$ cat src/rtl/apb_arbiter.sv
// Two-requester round-robin arbiter driving a single APB master port.
// Optional ACCESS-phase timeout enabled by defining APB_ARB_TIMEOUT_EN.
module apb_arbiter #(
    parameter int unsigned TIMEOUT_CYCLES = 256
) (
    input  logic        clk,
    input  logic        rst,

    input  logic        r0_req_vld,
    output logic        r0_req_rdy,
    input  logic [31:0] r0_req_addr,
    input  logic [31:0] r0_req_wdata,
    input  logic        r0_req_write,
    output logic        r0_rsp_vld,
    output logic [31:0] r0_rsp_rdata,
    output logic        r0_rsp_err,

    input  logic        r1_req_vld,
    output logic        r1_req_rdy,
    input  logic [31:0] r1_req_addr,
    input  logic [31:0] r1_req_wdata,
    input  logic        r1_req_write,
    output logic        r1_rsp_vld,
    output logic [31:0] r1_rsp_rdata,
    output logic        r1_rsp_err,

    output logic [31:0] m_paddr,
    output logic [31:0] m_pwdata,
    output logic        m_pwrite,
    output logic        m_psel,
    output logic        m_penable,
    input  logic [31:0] m_prdata,
    input  logic        m_pready,
    input  logic        m_pslverr
);

    typedef enum logic [1:0] {
        IDLE   = 2'd0,
        SETUP  = 2'd1,
        ACCESS = 2'd2
    } state_e;

    // The timeout compare needs at least two ACCESS cycles to be meaningful.
    if (TIMEOUT_CYCLES < 2) begin : g_param_chk
        $error("apb_arbiter: TIMEOUT_CYCLES must be at least 2");
    end

    state_e      state_q, state_d;
    logic        last_q, last_d;
    logic        owner_q, owner_d;
    logic [31:0] addr_q, addr_d;
    logic [31:0] wdata_q, wdata_d;
    logic        write_q, write_d;
    logic        psel_q, psel_d;
    logic        penable_q, penable_d;
    logic        r0_vld_q, r0_vld_d;
    logic        r1_vld_q, r1_vld_d;
    logic [31:0] r0_rdata_q, r0_rdata_d;
    logic [31:0] r1_rdata_q, r1_rdata_d;
    logic        r0_err_q, r0_err_d;
    logic        r1_err_q, r1_err_d;

    logic        grant_s;
    logic        hs_s;
    logic        timeout_s;
    logic        done_s;
    logic [31:0] rsp_rdata_s;
    logic        rsp_err_s;

`ifdef APB_ARB_TIMEOUT_EN
    localparam int unsigned CNT_W = $clog2(TIMEOUT_CYCLES);

    logic [CNT_W-1:0] cnt_q, cnt_d;

    // ACCESS-cycle counter: cleared on the way into ACCESS, counts stalled cycles.
    always_comb begin
        cnt_d = cnt_q;
        if (state_q == SETUP) begin
            cnt_d = {CNT_W{1'b0}};
        end else if ((state_q == ACCESS) && !m_pready) begin
            cnt_d = cnt_q + {{(CNT_W-1){1'b0}}, 1'b1};
        end else begin
            cnt_d = cnt_q;
        end
    end

    // Timeout counter register.
    always_ff @(posedge clk) begin
        if (rst) begin
            cnt_q <= {CNT_W{1'b0}};
        end else begin
            cnt_q <= cnt_d;
        end
    end

    assign timeout_s = (state_q == ACCESS) && !m_pready &&
                       (cnt_q == CNT_W'(TIMEOUT_CYCLES - 1));
`else
    assign timeout_s = 1'b0;
`endif

    // Round-robin grant: on a tie the requester not granted last wins.
    always_comb begin
        grant_s = 1'b0;
        if (r0_req_vld && r1_req_vld) begin
            grant_s = ~last_q;
        end else if (r1_req_vld) begin
            grant_s = 1'b1;
        end else begin
            grant_s = 1'b0;
        end
    end

    assign hs_s       = (state_q == IDLE) && (r0_req_vld || r1_req_vld);
    assign r0_req_rdy = hs_s && r0_req_vld && !grant_s;
    assign r1_req_rdy = hs_s && r1_req_vld && grant_s;

    assign done_s      = (state_q == ACCESS) && (m_pready || timeout_s);
    assign rsp_rdata_s = (m_pready && !write_q) ? m_prdata : 32'h0000_0000;
    assign rsp_err_s   = m_pready ? m_pslverr : 1'b1;

    // Next-state and APB phase control.
    always_comb begin
        state_d   = state_q;
        last_d    = last_q;
        owner_d   = owner_q;
        addr_d    = addr_q;
        wdata_d   = wdata_q;
        write_d   = write_q;
        psel_d    = psel_q;
        penable_d = penable_q;
        case (state_q)
            IDLE: begin
                if (hs_s) begin
                    state_d   = SETUP;
                    last_d    = grant_s;
                    owner_d   = grant_s;
                    addr_d    = grant_s ? r1_req_addr  : r0_req_addr;
                    wdata_d   = grant_s ? r1_req_wdata : r0_req_wdata;
                    write_d   = grant_s ? r1_req_write : r0_req_write;
                    psel_d    = 1'b1;
                    penable_d = 1'b0;
                end else begin
                    state_d   = IDLE;
                    psel_d    = 1'b0;
                    penable_d = 1'b0;
                end
            end
            SETUP: begin
                state_d   = ACCESS;
                psel_d    = 1'b1;
                penable_d = 1'b1;
            end
            ACCESS: begin
                if (done_s) begin
                    state_d   = IDLE;
                    psel_d    = 1'b0;
                    penable_d = 1'b0;
                end else begin
                    state_d   = ACCESS;
                    psel_d    = 1'b1;
                    penable_d = 1'b1;
                end
            end
            default: begin
                state_d   = IDLE;
                psel_d    = 1'b0;
                penable_d = 1'b0;
            end
        endcase
    end

    // Completion response steered to the owner; the other side stays all-zero.
    always_comb begin
        r0_vld_d   = 1'b0;
        r1_vld_d   = 1'b0;
        r0_rdata_d = 32'h0000_0000;
        r1_rdata_d = 32'h0000_0000;
        r0_err_d   = 1'b0;
        r1_err_d   = 1'b0;
        if (done_s) begin
            if (owner_q) begin
                r1_vld_d   = 1'b1;
                r1_rdata_d = rsp_rdata_s;
                r1_err_d   = rsp_err_s;
            end else begin
                r0_vld_d   = 1'b1;
                r0_rdata_d = rsp_rdata_s;
                r0_err_d   = rsp_err_s;
            end
        end else begin
            r0_vld_d = 1'b0;
            r1_vld_d = 1'b0;
        end
    end

    // State, captured transfer and response registers.
    always_ff @(posedge clk) begin
        if (rst) begin
            state_q    <= IDLE;
            last_q     <= 1'b1;
            owner_q    <= 1'b0;
            addr_q     <= 32'h0000_0000;
            wdata_q    <= 32'h0000_0000;
            write_q    <= 1'b0;
            psel_q     <= 1'b0;
            penable_q  <= 1'b0;
            r0_vld_q   <= 1'b0;
            r1_vld_q   <= 1'b0;
            r0_rdata_q <= 32'h0000_0000;
            r1_rdata_q <= 32'h0000_0000;
            r0_err_q   <= 1'b0;
            r1_err_q   <= 1'b0;
        end else begin
            state_q    <= state_d;
            last_q     <= last_d;
            owner_q    <= owner_d;
            addr_q     <= addr_d;
            wdata_q    <= wdata_d;
            write_q    <= write_d;
            psel_q     <= psel_d;
            penable_q  <= penable_d;
            r0_vld_q   <= r0_vld_d;
            r1_vld_q   <= r1_vld_d;
            r0_rdata_q <= r0_rdata_d;
            r1_rdata_q <= r1_rdata_d;
            r0_err_q   <= r0_err_d;
            r1_err_q   <= r1_err_d;
        end
    end

    assign m_paddr      = addr_q;
    assign m_pwdata     = wdata_q;
    assign m_pwrite     = write_q;
    assign m_psel       = psel_q;
    assign m_penable    = penable_q;
    assign r0_rsp_vld   = r0_vld_q;
    assign r1_rsp_vld   = r1_vld_q;
    assign r0_rsp_rdata = r0_rdata_q;
    assign r1_rsp_rdata = r1_rdata_q;
    assign r0_rsp_err   = r0_err_q;
    assign r1_rsp_err   = r1_err_q;

endmodule

$ cat config.mk
export PLATFORM = sky130hd
export DESIGN_NAME = apb_arbiter
export DESIGN_NICKNAME = d
export VERILOG_FILES = /design/src/rtl/apb_arbiter.sv
export SDC_FILE = /design/constraint.sdc
export NUM_CORES = 1
export LEC_CHECK = 0
export ABC_AREA = 1
export CORE_UTILIZATION = 39
export DETAILED_ROUTE_END_ITERATION = 6
export GPL_TIMING_DRIVEN = 0
export PLACE_DENSITY = 0.8
export SYNTH_ARGS = -nofsm -noshare
export SYNTH_HDL_FRONTEND = slang
export SYNTH_SLANG_ARGS = --single-unit
$ cat constraint.sdc
create_clock -name clk -period 2.8 [get_ports clk]
set_input_delay 0.28 -clock clk [delete_from_list [all_inputs] [get_ports clk]]
set_output_delay 0.28 -clock clk [all_outputs]
set_load 0.05 [all_outputs]
=== After elaboration in Yosys (flattened, before gate mapping) ===
Index checks and enable logic that the tools add are counted.

* Reduce and logical (&&, ||, !) cells: 16
* Div/mod/pow operators: 0
* Mux-type cells: 16
* $add $sub $neg: 0
* Eq/ne operators: 2
* Magnitude comparators: 0
* Bitwise operators: 3
* $mul: 0
* Shift operators: 0

{| class="wikitable"
|+ Operators with widths
! kind !! number
|-
| 32-bit 2-to-1 mux || 3
|-
| 1-bit 2-to-1 mux || 9
|-
| 1-bit logical AND || 8
|-
| 2-bit case mux with 3 select lines || 1
|-
| 3-bit OR reduction || 2
|-
| 1-bit inverter || 3
|-
| 1-bit case mux with 3 select lines || 1
|-
| 2-bit by 1-bit equality test with 1-bit output (second input constant) || 1
|-
| 2-bit equality test (second input constant) || 1
|-
| 1-bit zero test || 2
|-
| 2-bit zero test || 1
|-
| 2-bit 2-to-1 mux || 1
|-
| 1-bit case mux with 2 select lines || 1
|-
| 2-bit AND reduction || 1
|-
| 2-bit OR reduction || 1
|-
| 1-bit logical OR || 1
|}

* Bits in writable memories: 0
* Memories kept: 0
* ROM bits: 0
* Flip-flop bits (word level): 139
* Output and inout port bits: 137
* Logic and storage cells: 51
* Latch bits: 0
* Bits of input ports: 168

=== Logic depth before layout (Yosys ltp) ===
Gate-level depths: netlist of run 1.

* Depth in word-level cells: 4
* Depth in mapped cells: 9
* Depth with buffers taken out: 7

=== Least setup slack after synthesis of run 1 ===
OpenSTA, ideal clock, no wires.

* Path kind: in2out
* Start: input r1_req_vld
* End: output r0_req_rdy
* Data required time: 2,520 ps
* Arrival time: 1,507 ps
* Path slack: 1,013 ps
* Stages on the path: 4
* Buffers on the path: 3
* Cells stage by stage: buf_4 buf_6 buf_2 a21oi_1

* Word-level cells in the longest chain between the ends: 4
* Elaborated cells on any way between the ends: 8
* Those cells by class: mux (2); reduce/logical (6)

{| class="wikitable"
|+ RTL lines
! element !! line !! text
|-
| from (decl) || 18 || <nowiki>input logic r1_req_vld,</nowiki>
|-
| 1-bit 2-to-1 mux, or another cell as far along || 107 || <nowiki>end else if (r1_req_vld) begin</nowiki>
|-
| 1-bit 2-to-1 mux / 1-bit logical AND (equally long branches) || 105, 114 ||
|-
| 1-bit zero test / 1-bit logical AND (equally long branches) || 115 || <nowiki>assign r0_req_rdy = hs_s && r0_req_vld && !grant_s;</nowiki>
|-
| 1-bit logical AND (*) || 115 ||
|-
| to (decl) || 10 || <nowiki>output logic r0_req_rdy,</nowiki>
|}

Every way passes the cells marked *; elsewhere a longest branch is shown, timed or not.

=== Final worst setup path of run 1 ===
* Start: input r0_req_vld
* End: output r1_req_rdy

* Word-level cells in the longest chain between the ends: 4
* Elaborated cells on any way between the ends: 6
* Those cells by class: mux (1); reduce/logical (5)

{| class="wikitable"
|+ RTL lines
! element !! line !! text
|-
| from (decl) || 9 || <nowiki>input logic r0_req_vld,</nowiki>
|-
| 1-bit logical OR || 114 || <nowiki>assign hs_s = (state_q == IDLE) && (r0_req_vld || r1_req_vld);</nowiki>
|-
| 1-bit logical AND || 114 ||
|-
| 1-bit logical AND || 116 || <nowiki>assign r1_req_rdy = hs_s && r1_req_vld && grant_s;</nowiki>
|-
| 1-bit logical AND (*) || 116 ||
|-
| to (decl) || 19 || <nowiki>output logic r1_req_rdy,</nowiki>
|}

Marked as above.

==> qor.txt, run 1 <==
CTS H-tree depth = 4
Peak VDD IR = 0.404 mV
status = finished, final reports clean
Req. time, crit path = 2520 ps
area delta synth->final = 63.1%
most frequent cells in the layout = 301 x clkdlybuf4s50_1, 200 x nand2_1, 139 x dfxtp_1, 136 x nor2_1, 105 x inv_1
pre-CTS setup slack = 66.2 ps
Static Leak = 4.37 nW
Die H = 127 um
Critical Path AT = 2090 ps
Syn Nets = 1026
Cells after Synth = 854
worst hold path type = input pin to flip-flop
flops & latches, synth = 139
final hold viol count = 0
Hold Slack = 408 ps
Clock Skews = 12.0 ps
CTS tree = done
synth warn = 0
setup TNS = 0 ps
setup bufs post-CTS = 0
largest net degree at the start of global routing = 17
Avg Inst Size Synth = 7.10 um^2
clock sink total = 139
largest family of logic cells by synthesized area = simple AND/OR/NAND/NOR gates
MaxCap Viol Count = 0
vias per inst = 4.60
antenna violations before repair = 1
register area share after synthesis = 0.459
Rows = 45
top-area cell type share of the netlist area = 0.459
post-route clock period utilization = 0.846
Tot GR Track Use = 0.242
die area = 0.0160 mm^2
commonest non-fill, non-tap cell in the layout = clkdlybuf4s50_1
share of cells above drive strength 1 = 0.0631
Post-CTS Hold Buffers = 0
CP Capture Type = output port
Synth area leader = dfxtp_1
Ports = 305
Critical Path Source Type = input pin
vias after detailed routing = 6337
gpl congestion = 0.830
Starting Density = 0.399
clk slew on worst S/H paths = 60 ps
post-synthesis compound-gate area fraction = 0.0865
RSZ-0062 raised after global routing = no
Max Slew Vio Count = 0
Synth Cell Area = 0.00606 mm^2
CTS buffer count = 17
Synth cell types = 21
fillcell total = 1362
Iter 0 DRT Violations = 228
PD cells = 608 mW/mm^2
final antenna-violating net count = 0
worst-margin pin slew = 623 ps
Detailed Route WL = 19600 um
die width = 127 um
Fmax = 422 MHz
WL/cell = 14.2 um
first-pass GRT wire length = 29800 um
DR DRC count = 0
critical path class = input pin to output port
cts repair resizes = 0
setup ws final = 430 ps
NumNets Final = 1348
Setup Viol. Count Final = 0
post-synthesis mux area share = 0
drt pass-1 iters = 4
CTS max path bufs = 2
top cells by area, synth = dfxtp_1 46%, nand2_1 12%, nor2_1 8.4%
Synth Area in Adders = 0.00826
GR Overflow Total = 0
post-detail-place hpwl = 14900 um
Clock Latency Late Sink = 420 ps
number of global-route vias before repair = 5830
Clock Root Buffer = clkbuf_16
Max FO, Critical Path = 10
Synth Area in XOR/XNOR = 0
min cycle time layout = 2370 ps
port bufs = 303
Simple-Gate Fraction of Synth Area = 0.321
Worst slew margin = 0.583
core region area = 0.0152 mm^2
n_diodes = 0
-- power by group --
group	switching (mW)	leakage [nW]	internal (mW)	total, mW
sequential	0.0714	1.14	2.11	2.18
combinational	1.04	2.97	0.671	1.71
clock	0.951	0.263	1.16	2.11
total	2.06	4.37	3.95	6.01
-- routing by layer --
metal | part of all wire | GRT usage
met1 | 0.40 | 0.265
met2 | 0.50 | 0.435
met3 | 0.085 | 0.0890
met4 | 0.013 | 0.0763
met5 | 0.00066 | 0
-- state kept, by name, summed over array words and instances, names as in the netlist --
register and cells:
r0_rsp_rdata 32, r0_rsp_err 1, r1_rsp_rdata 32, r0_rsp_vld 1, m_pwdata 32, r1_rsp_err 1
r1_rsp_vld 1, m_pwrite 1, m_penable 1, last_q 1, m_psel 1, owner_q 1
state_q 2, m_paddr 32
-- Yosys cell counts (all sizes together) --
cell type	instances
clkinv	1
nand4	2
or2	1
o21ai	1
inv	106
buf	39
nor3	64
a21boi	65
ha	4
nor2	137
nand2	201
dfxtp	139
nand3	67
a21oi	4
clkbuf	23
-- worst max-delay path, cell delays in order --
cell	delay, ps
clkdlybuf4s50_1	510
nand2_2	230
buf_6	200
buf_4	190
nand3_1	140
inv_1	80
dlymetal6s2s_1	460
-- path summary, 6_finish.rpt --
check	startpoint	cells past startpoint	slack (ps)	to
setup / recovery	r0_req_vld	7	430	r1_req_rdy
hold / removal	m_prdata[19]	3	410	r1_rsp_rdata[19]$_SDFF_PP0_
setup reg to reg	state_q[0]$_SDFF_PP0_	5	1180	r1_rsp_rdata[12]$_SDFF_PP0_
hold reg to reg	owner_q$_SDFFE_PP0P_	2	500	owner_q$_SDFFE_PP0P_
-- metrics by stage --
step | instances | area, um^2 | utilization | total power, mW
final | 1377 | 9890 | 0.650 | 6.01
after detailed placement | 1345 | 9330 | 0.614 | 3.93
after CTS | 1377 | 9880 | 0.650 | 6.05
after floorplan | 854 | 6060 | - | 3.26
after global routing | 1377 | 9890 | 0.650 | 6.28
after global placement | 1345 | 9330 | 0.614 | 3.91
-- kinds of logic (layout without fill, tap and decap cells) --
group | Yosys count | in the layout
AND/OR/NAND/NOR | 472 | 472
AO/OA/AOI/OAI | 70 | 70
buffers and inverters | 169 | 504
adder cells (fa/ha/maj) | 4 | 4
flip-flops | 139 | 139
-- layout make-up --
class / count / area (um^2) / share of cell area
well taps: 188 / 235 / 0.0238
clock inverters: 14 / 124 / 0.0125
plain buffers: 62 / 353 / 0.0357
inverters: 107 / 402 / 0.0406
repair buffers: 303 / 3040 / 0.307
multi-input cells: 546 / 2520 / 0.255
clock buffers: 18 / 429 / 0.0434
flip-flops and latches: 139 / 2780 / 0.281
(Power assumes the default switching activity.)
==> inputs of run 2 (changes only) <==
--- a/config.mk
+++ b/config.mk
@@ -6,10 +6,10 @@
 export NUM_CORES = 1
 export LEC_CHECK = 0
 export ABC_AREA = 1
-export CORE_UTILIZATION = 39
+export CORE_UTILIZATION = 36
 export DETAILED_ROUTE_END_ITERATION = 6
 export GPL_TIMING_DRIVEN = 0
-export PLACE_DENSITY = 0.8
+export PLACE_DENSITY = 0.78
 export SYNTH_ARGS = -nofsm -noshare
 export SYNTH_HDL_FRONTEND = slang
 export SYNTH_SLANG_ARGS = --single-unit
==> constraint.sdc (replaced) <==
create_clock -name clk -period 2.1 [get_ports clk]
set_input_delay 0.21 -clock clk [delete_from_list [all_inputs] [get_ports clk]]
set_output_delay 0.21 -clock clk [all_outputs]
set_load 0.05 [all_outputs]
==> run 2 against run 1 <==
Non-clock buffer count stayed put. Sequential share of layout area is 0.096 points lower. Sequential cell count stayed put. Design area is 0.34% higher. Sequential power is 33% higher. Via count is 1.6% lower. Worst setup slack worse by 340 ps. First-iteration DRC count is 17% lower. Hold slack worse by 58 ps. Die area is 8.2% higher. Clock skew is 5.1 ps lower. Utilization is 5.0 points lower. Largest cell class unchanged. Largest power group unchanged. Highest routed layer unchanged.
==> qor.txt, run 2 (synthesized netlist as in run 1, its figures left out) <==
PD cells = 806 mW/mm^2 (+33%)
vias after detailed routing = 6236 (-1.6%)
die width = 132 um (+4.0%)
DR DRC count = 0 (unchanged)
Worst slew margin = 0.603 (+0.0199)
RSZ-0062 raised after global routing = no
Iter 0 DRT Violations = 190 (-17%)
final antenna-violating net count = 0 (unchanged)
Fmax = 497 MHz
number of global-route vias before repair = 5840 (+0.17%)
Ports = 305 (unchanged)
Rows = 47 (+4.4%)
worst-margin pin slew = 593 ps (-29.7 ps)
MaxCap Viol Count = 0 (unchanged)
commonest non-fill, non-tap cell in the layout = clkdlybuf4s50_1
NumNets Final = 1348 (unchanged)
die area = 0.0174 mm^2 (+8.2%)
most frequent cells in the layout = 301 x clkdlybuf4s50_1, 200 x nand2_1, 139 x dfxtp_1, 136 x nor2_1, 105 x inv_1
Req. time, crit path = 1890 ps (-630 ps)
Static Leak = 4.36 nW (-0.32%)
Max Slew Vio Count = 0 (unchanged)
Worst Hold Path Cells = 3 (unchanged)
final hold viol count = 0 (unchanged)
WL/cell = 13.7 um (-3.9%)
share of cells above drive strength 1 = 0.0648 (+0.00174)
post-detail-place hpwl = 15000 um (+0.34%)
CP Capture Type = output port
vias per inst = 4.43 (-3.8%)
GR Overflow Total = 0 (unchanged)
r2r startpoint = state_q[0]$_SDFF_PP0_
antenna violations before repair = 1 (unchanged)
worst min-delay path endpoint = r1_rsp_err$_SDFF_PP0_
gpl congestion = 0.830 (about the same)
critical path class = input pin to output port
HP Start = m_pslverr
CTS tree = done
Setup crit start = r0_req_vld
Critical Path Source Type = input pin
clk slew on worst S/H paths = 60 ps (about the same)
status = finished, final reports clean
Clock Latency Late Sink = 410 ps (about the same)
n_diodes = 0 (unchanged)
Inst Count DP = 1377 (+2.4%)
Starting Density = 0.367 (-0.0319)
CTS H-tree depth = 4 (unchanged)
Die H = 132 um (+4.0%)
Tot GR Track Use = 0.224 (-0.0177)
largest net degree at the start of global routing = 17 (unchanged)
port bufs = 303 (unchanged)
R2R depth = 5 (unchanged)
worst hold path type = input pin to flip-flop
FF-to-FF setup slack = 380 ps (-800 ps)
CTS buffer count = 17 (unchanged)
Clock Root Buffer = clkbuf_16
first-pass GRT wire length = 30200 um (+1.3%)
Clock Skews = 6.89 ps (-5.07 ps)
Max FO, Critical Path = 10 (unchanged)
Post-CTS Hold Buffers = 0 (unchanged)
clock sink total = 139 (unchanged)
min cycle time layout = 2010 ps
worst r2r dst = r1_rsp_rdata[14]$_SDFF_PP0_
Peak VDD IR = 0.526 mV (+30%)
setup bufs post-CTS = 0 (unchanged)
core region area = 0.0165 mm^2 (+8.7%)
Setup Viol. Count Final = 0 (unchanged)
CTS max path bufs = 2 (unchanged)
post-route insts no fill = 1408 (+2.3%)
Detailed Route WL = 19300 um (-1.7%)
drt pass-1 iters = 4 (unchanged)
post-route clock period utilization = 0.958
Critical Path AT = 1800 ps (-290 ps)
area delta synth->final = 63.7%
Hold Slack = 350 ps (-58.5 ps)
==> run 2: cell types whose count changed in the layout (fill, tap and decap cells not counted), sizes merged <==
cell / before / now
inv: 114 / 109
clkinvlp: 3 / 2
dlymetal6s2s: 2 / 0
clkinv: 4 / 8
bufinv: 0 / 1
buf: 39 / 41
==> run 2: layout make-up <==
type                       instances  area, um^2
fill                            1521        6610
clock inverter                    13         118
clock buffer                      18         439
buffer                            62         353
tap                              220         275
inverter                         107         402
timing repair buffer             303        3020
multi-input combinational        546        2530
sequential                       139        2780
==> run 2: metal layers <==
metal	wire length, um	part of all wire	up-vias	GRT usage
met3	1630	0.085	25	0.0819
met1	7810	0.41	2687	0.252
met5	11	0.00057	-	0
met2	9440	0.49	246	0.389
li1	-	-	3276	-
met4	374	0.019	2	0.0807
==> run 2: report_power, final <==
| part | total [mW] | internal (mW) | leakage [nW] | switching, mW |
|---|---|---|---|---|
| combinational | 2.27 | 0.893 | 2.95 | 1.38 |
| clock | 2.82 | 1.66 | 0.273 | 1.16 |
| sequential | 2.91 | 2.81 | 1.14 | 0.0928 |
==> run 2: metrics by stage <==
stage	setup slack [ps]	setup TNS, ps	cell area, um^2	utilization	power [mW]
after detailed placement	-481	-940	9370	0.567	5.24
after floorplan	427	0	6060	-	4.35
after CTS	15.3	0	9930	0.601	8.07
after global routing	6.66	0	9920	0.600	8.40
final	87.6	0	9920	0.600	8.00
after global placement	-510	-979	9370	0.567	5.23
==> run 2: timing repair <==
| action | CTS | global route |
|---|---|---|
| cloned | 0 | 0 |
| gates resized for setup | 9 | 2 |
| endpoints found under the setup margin | 2 | 1 |
==> run 2: how the worst max path moves through the flow <==
stage / endpoint / depth (start not counted)
floorplan: r0_req_rdy / 4
global placement: r1_req_rdy / 7
detailed placement: r1_req_rdy / 7
CTS: r0_req_rdy / 6
global route: r1_req_rdy / 7
finish: r1_req_rdy / 7
==> run 2: critical path, cell delays in order <==
cell	delay [ps]
clkdlybuf4s50_1	540
nand2_4	200
buf_6	180
buf_4	180
nand3_1	130
inv_1	80
buf_2	270
==> inputs of run 3 (changes only) <==
--- a/config.mk
+++ b/config.mk
@@ -6,6 +6,7 @@
 export NUM_CORES = 1
 export LEC_CHECK = 0
 export ABC_AREA = 1
+export CAP_MARGIN = 0
 export CORE_UTILIZATION = 36
 export DETAILED_ROUTE_END_ITERATION = 6
 export GPL_TIMING_DRIVEN = 0
==> results of run 3 <==
Final layout, timing and power as in run 2 (identical DEF).
==> RTL edit 1: new RTL, settings of run 2 <==
Re-encode `state_e` (3 states) as one-hot, 3 bits wide.
--- a/src/rtl/apb_arbiter.sv
+++ b/src/rtl/apb_arbiter.sv
@@ -36,6 +36,6 @@
 
-    typedef enum logic [1:0] {
-        IDLE   = 2'd0,
-        SETUP  = 2'd1,
-        ACCESS = 2'd2
+    typedef enum logic [2:0] {
+        IDLE   = 3'b001,
+        SETUP  = 3'b010,
+        ACCESS = 3'b100
     } state_e;
Behaviour: no difference found for any inputs over 10 cycles, from zero or initial values and one cycle with rst high; not proved beyond that.
==> RTL edit 1 against run 2 <==
  * Wire length increased by 3.3%
  * Core utilization up 1.6 points
  * Total power is 7.3% higher
  * Sequential cell count up 1
  * Register-to-register slack better by 0.19 ns
  * Non-clock buffer count down 4
  * Via count rose by 4.3%
  * Synthesized area shrank 0.78%
  * Worst setup slack gained 0.038 ns
  * Highest routed layer is now met4
  * Fmax grew 1.9%
  * Critical endpoint unchanged
  * Cell area hardly changed
  * Combinational power grew 16%
==> RTL edit 1: results (changes against run 2) <==
top cells by area, synth=dfxtp_1, nor2_1, nand3_1, nand2_1, inv_1; PnR worst setup slack=0.126 ns (+0.0381 ns); register area share after synthesis=0.466 (+0.00696); worst-margin pin slew=0.584 ns (-0.00920 ns); Worst Skew=0.00832 ns (+0.00143 ns); metal3 WL=1210 um (-26%); gr usage total=0.236 (+0.0115); share of layout cells above drive strength 1=0.0644 (-0.000376); Non-CTS buffers=361 (-1.1%); Crit-path slowest cell=dfxtp_1; first-pass iteration count of the detailed router=5 (+1); most frequent cells after synthesis=nor2_1, nand2_1, dfxtp_1, inv_1, nand3_1; met2 WL=9960 um (+5.5%); GR Layer Usage met1=0.268 (+0.0163); final std cells w/o fill=1473 (+4.6%); Multi-Input Combinational=582 (+6.6%); Placement Setup Slack=-0.516 ns (-0.0343 ns); Vias=6506 (+4.3%); Non-Clock Inverter Count=142 (+33%); Initial DRC Count=256 (+35%); M2 GR Usage=0.418 (+0.0287); worst setup path startpoint=state_q[0]$_SDFF_PP1_; status=complete, no violations; Hold EP=r1_rsp_rdata[12]$_SDFF_PP0_; NonClk Buf Share=0.336 (-0.00463); setup slack, reg-to-reg=0.57 ns (+0.19 ns); Seq. cell area=0.00280 mm^2 (+0.72%); Peak VDD IR=0.571 mV (+8.5%); Synth Area in Compound Gates=0.00395 (-0.0826); Layout clock area frac=0.0600 (+0.00387); Detail Placement HPWL=14900 um (-0.40%); Layout fillers=1483 (-2.5%); worst reg2reg path startpoint=state_q[2]$_SDFF_PP0_; Buffers on Ports=304 (+0.33%); Post-Synth Adder-Cell Area=0 (-0.00826); worst-case reg-to-reg path depth=6 (+1)
[RTL edit 1: cell count changes after synthesis, moves of 7 or more]
| cell | before | now |
|---|---|---|
| nand2_1 | 200 | 170 |
| nor3_1 | 64 | 1 |
| a21boi_1 | 13 | 0 |
| nand3_1 | 67 | 133 |
| buf_2 | 24 | 31 |
| inv_1 | 105 | 140 |
| buf_6 | 9 | 2 |
| a21boi_0 | 52 | 0 |
| nor2_1 | 136 | 270 |
[RTL edit 1: through the flow]
step,power (uW),instance area (um^2)
2_1_floorplan,4680,6010
3_3_place_gp,5640,9330
3_5_place_dp,5670,9330
4_1_cts,8650,9910
5_1_grt,9030,9930
6_report,8580,9930
[RTL edit 1: where the power goes]
part / switching, uW / internal, uW
clock: 1370 / 1600
sequential: 115 / 2870
combinational: 1640 / 997
[RTL edit 1: what timing repair did]
item / CTS / global route
hold buffers: 0 / 0
buffers inserted: 0 / 0
endpoints found under the setup margin: 2 / 2
resized for setup: 12 / 4
==> RTL edit 2: new RTL, settings of run 2 <==
Without the edit above. Build with the macro `APB_ARB_TIMEOUT_EN` defined.
--- a/src/rtl/apb_arbiter.sv
+++ b/src/rtl/apb_arbiter.sv
@@ -2,2 +2,4 @@
 // Optional ACCESS-phase timeout enabled by defining APB_ARB_TIMEOUT_EN.
+`define APB_ARB_TIMEOUT_EN
+
 module apb_arbiter #(
Function: same outputs for any inputs over 10 cycles, from zero or initial values and one cycle with rst high; that may be too few to reach the edited logic, so the function may still have changed.
==> RTL edit 2 against run 2 <==
  * Worst setup slack improved by 0.14 ns
  * Highest routed layer is now met4
  * Die area shrank 13%
  * Combinational power is 18% lower
  * Cell count is 18% lower
  * Critical path type is now flop to output port
  * Cell area is 8.4% lower
  * Sequential cell count up 8
  * Synthesized cell count down 25%
  * Core utilization up 4.7 points
  * Wire length down 6.9%
  * Largest cell class unchanged
  * Total power decreased by 0.82%
  * Synthesized area down 13%
==> RTL edit 2: results (changes against run 2) <==
status=complete, no violations; worst setup path startpoint=m_pwrite$_SDFFE_PP0P_; Routability Congestion=0.847 (+2.0%); gr usage total=0.242 (+0.0176); worst-case reg-to-reg path depth=7 (+2); antenna violations before repair=0 (-1); worst-margin pin slew=0.586 ns (-0.00780 ns); top cells by area, synth=dfxtp_1, nand2_1, a31oi_1, o21ai_0, nor2_1; Post-Synth Adder-Cell Area=0.0119 (+0.00367); Routed WL per cell=15.5 um (+13%); Worst Skew=0.00553 ns (-0.00136 ns); setup slack, reg-to-reg=0.26 ns (-0.12 ns); max incr delay on CP=0.85 ns (+0.31 ns); Buffers on Ports=304 (+0.33%); Mapped Cells=643 (-25%); syn nets=816 (-20%); share of layout cells above drive strength 1=0.0695 (+0.00471); register area share after synthesis=0.561 (+0.102); Placement Setup Slack=-0.340 ns (+0.141 ns); Max Clk Rate=535 MHz (+7.6%); Detail Placement HPWL=13700 um (-9.0%); number of global-route vias before repair=5350 (-8.4%); Synth Area in Compound Gates=0.149 (+0.0626); Pleak=0.00357 uW (-18%); Vias per Instance=4.77 (+7.8%); placed cell count=1127 (-18%); first-pass GRT wire length=27400 um (-9.2%); Critical path destination=m_pwrite; nets=1138 (-16%); reg2reg end=m_paddr[14]$_SDFFE_PP0P_; Yosys warning total=0 (unchanged); DP Area=0.00851 mm^2 (-9.1%); Initial DRC Count=220 (+16%); CP max FO=3 (-7); most frequent cells after synthesis=nand2_1, dfxtp_1, nor2_1, o21ai_0, a31oi_1; Worst Path Arrival=1.66 ns (-0.14 ns); Vias=5527 (-11%); Peak VDD IR=0.534 mV (+1.4%); Max Root-Sink Buffers=2 (unchanged)
## RTL edit 2: cells by family (layout without fill, tap and decap cells)
family / count (synthesis) / after routing
AO/OA/AOI/OAI: 140 / 140
adder cells (fa/ha/maj): 5 / 5
buffers and inverters: 66 / 401
flip-flops: 147 / 147
AND/OR/NAND/NOR: 285 / 285
## RTL edit 2: stage by stage
stage / utilization / hold slack (ns)
4_1_cts: 0.648 / 0.339
6_report: 0.647 / 0.352
3_3_place_gp: 0.606 / 0.440
5_1_grt: 0.647 / 0.356
3_5_place_dp: 0.606 / 0.444
2_1_floorplan: - / 0.279
## RTL edit 2: repair_timing
item                                    CTS  global route
endpoints found under the setup margin    2             2
gates resized for setup                   4             2
endpoints found under the hold margin     0             0
gates cloned                              0             0
hold buffers                              0             0
pin swaps                                 0             0
## RTL edit 2: how the worst min path moves through the flow
stage / depth (start not counted) / startpoint / end
2_1_floorplan: 1 / rst / owner_q$_SDFFE_PP0P_
3_3_place_gp: 2 / cnt_q[7]$_SDFFE_PP0P_ / cnt_q[7]$_SDFFE_PP0P_
3_5_place_dp: 2 / cnt_q[7]$_SDFFE_PP0P_ / cnt_q[7]$_SDFFE_PP0P_
4_1_cts: 3 / m_prdata[21] / r1_rsp_rdata[21]$_SDFF_PP0_
5_1_grt: 3 / m_prdata[9] / r1_rsp_rdata[9]$_SDFF_PP0_
6_report: 3 / m_prdata[17] / r1_rsp_rdata[17]$_SDFF_PP0_
## RTL edit 2: layer usage
layer  vias to the layer above  part of all wire  global-route usage  routed length, um
met5                         -                 0                   0                  0
met4                         0             0.027               0.114                477
met3                        32             0.094              0.0864               1690
met2                       231              0.50               0.424               8900
met1                      2504              0.38               0.258               6870
li1                       2760                 -                   -                  -
## RTL edit 2: area by class of cell
class,instances,area [um^2]
fill,1187,4950
timing repair buffer,304,3040
sequential,147,2940
multi-input combinational,430,1980
clock buffer,18,429
buffer,43,238
tap,180,225
clock inverter,14,154
inverter,22,82.6
## RTL edit 2: report_power, final
| part | internal [uW] | switching, uW |
|---|---|---|
| Clock | 1770 | 1240 |
| Combinational | 725 | 1150 |
| Sequential | 2970 | 90.3 |
| Total | 5460 | 2480 |
## RTL edit 2: worst register-to-register path, delay by kind of cell (launching register included)
family / cells / cell delay (ns)
simple gates: 1 / 0.20
fa+ha+maj: 1 / 0.18
buf+inv: 4 / 0.82
compound gates: 1 / 0.16
flops: 1 / 0.32
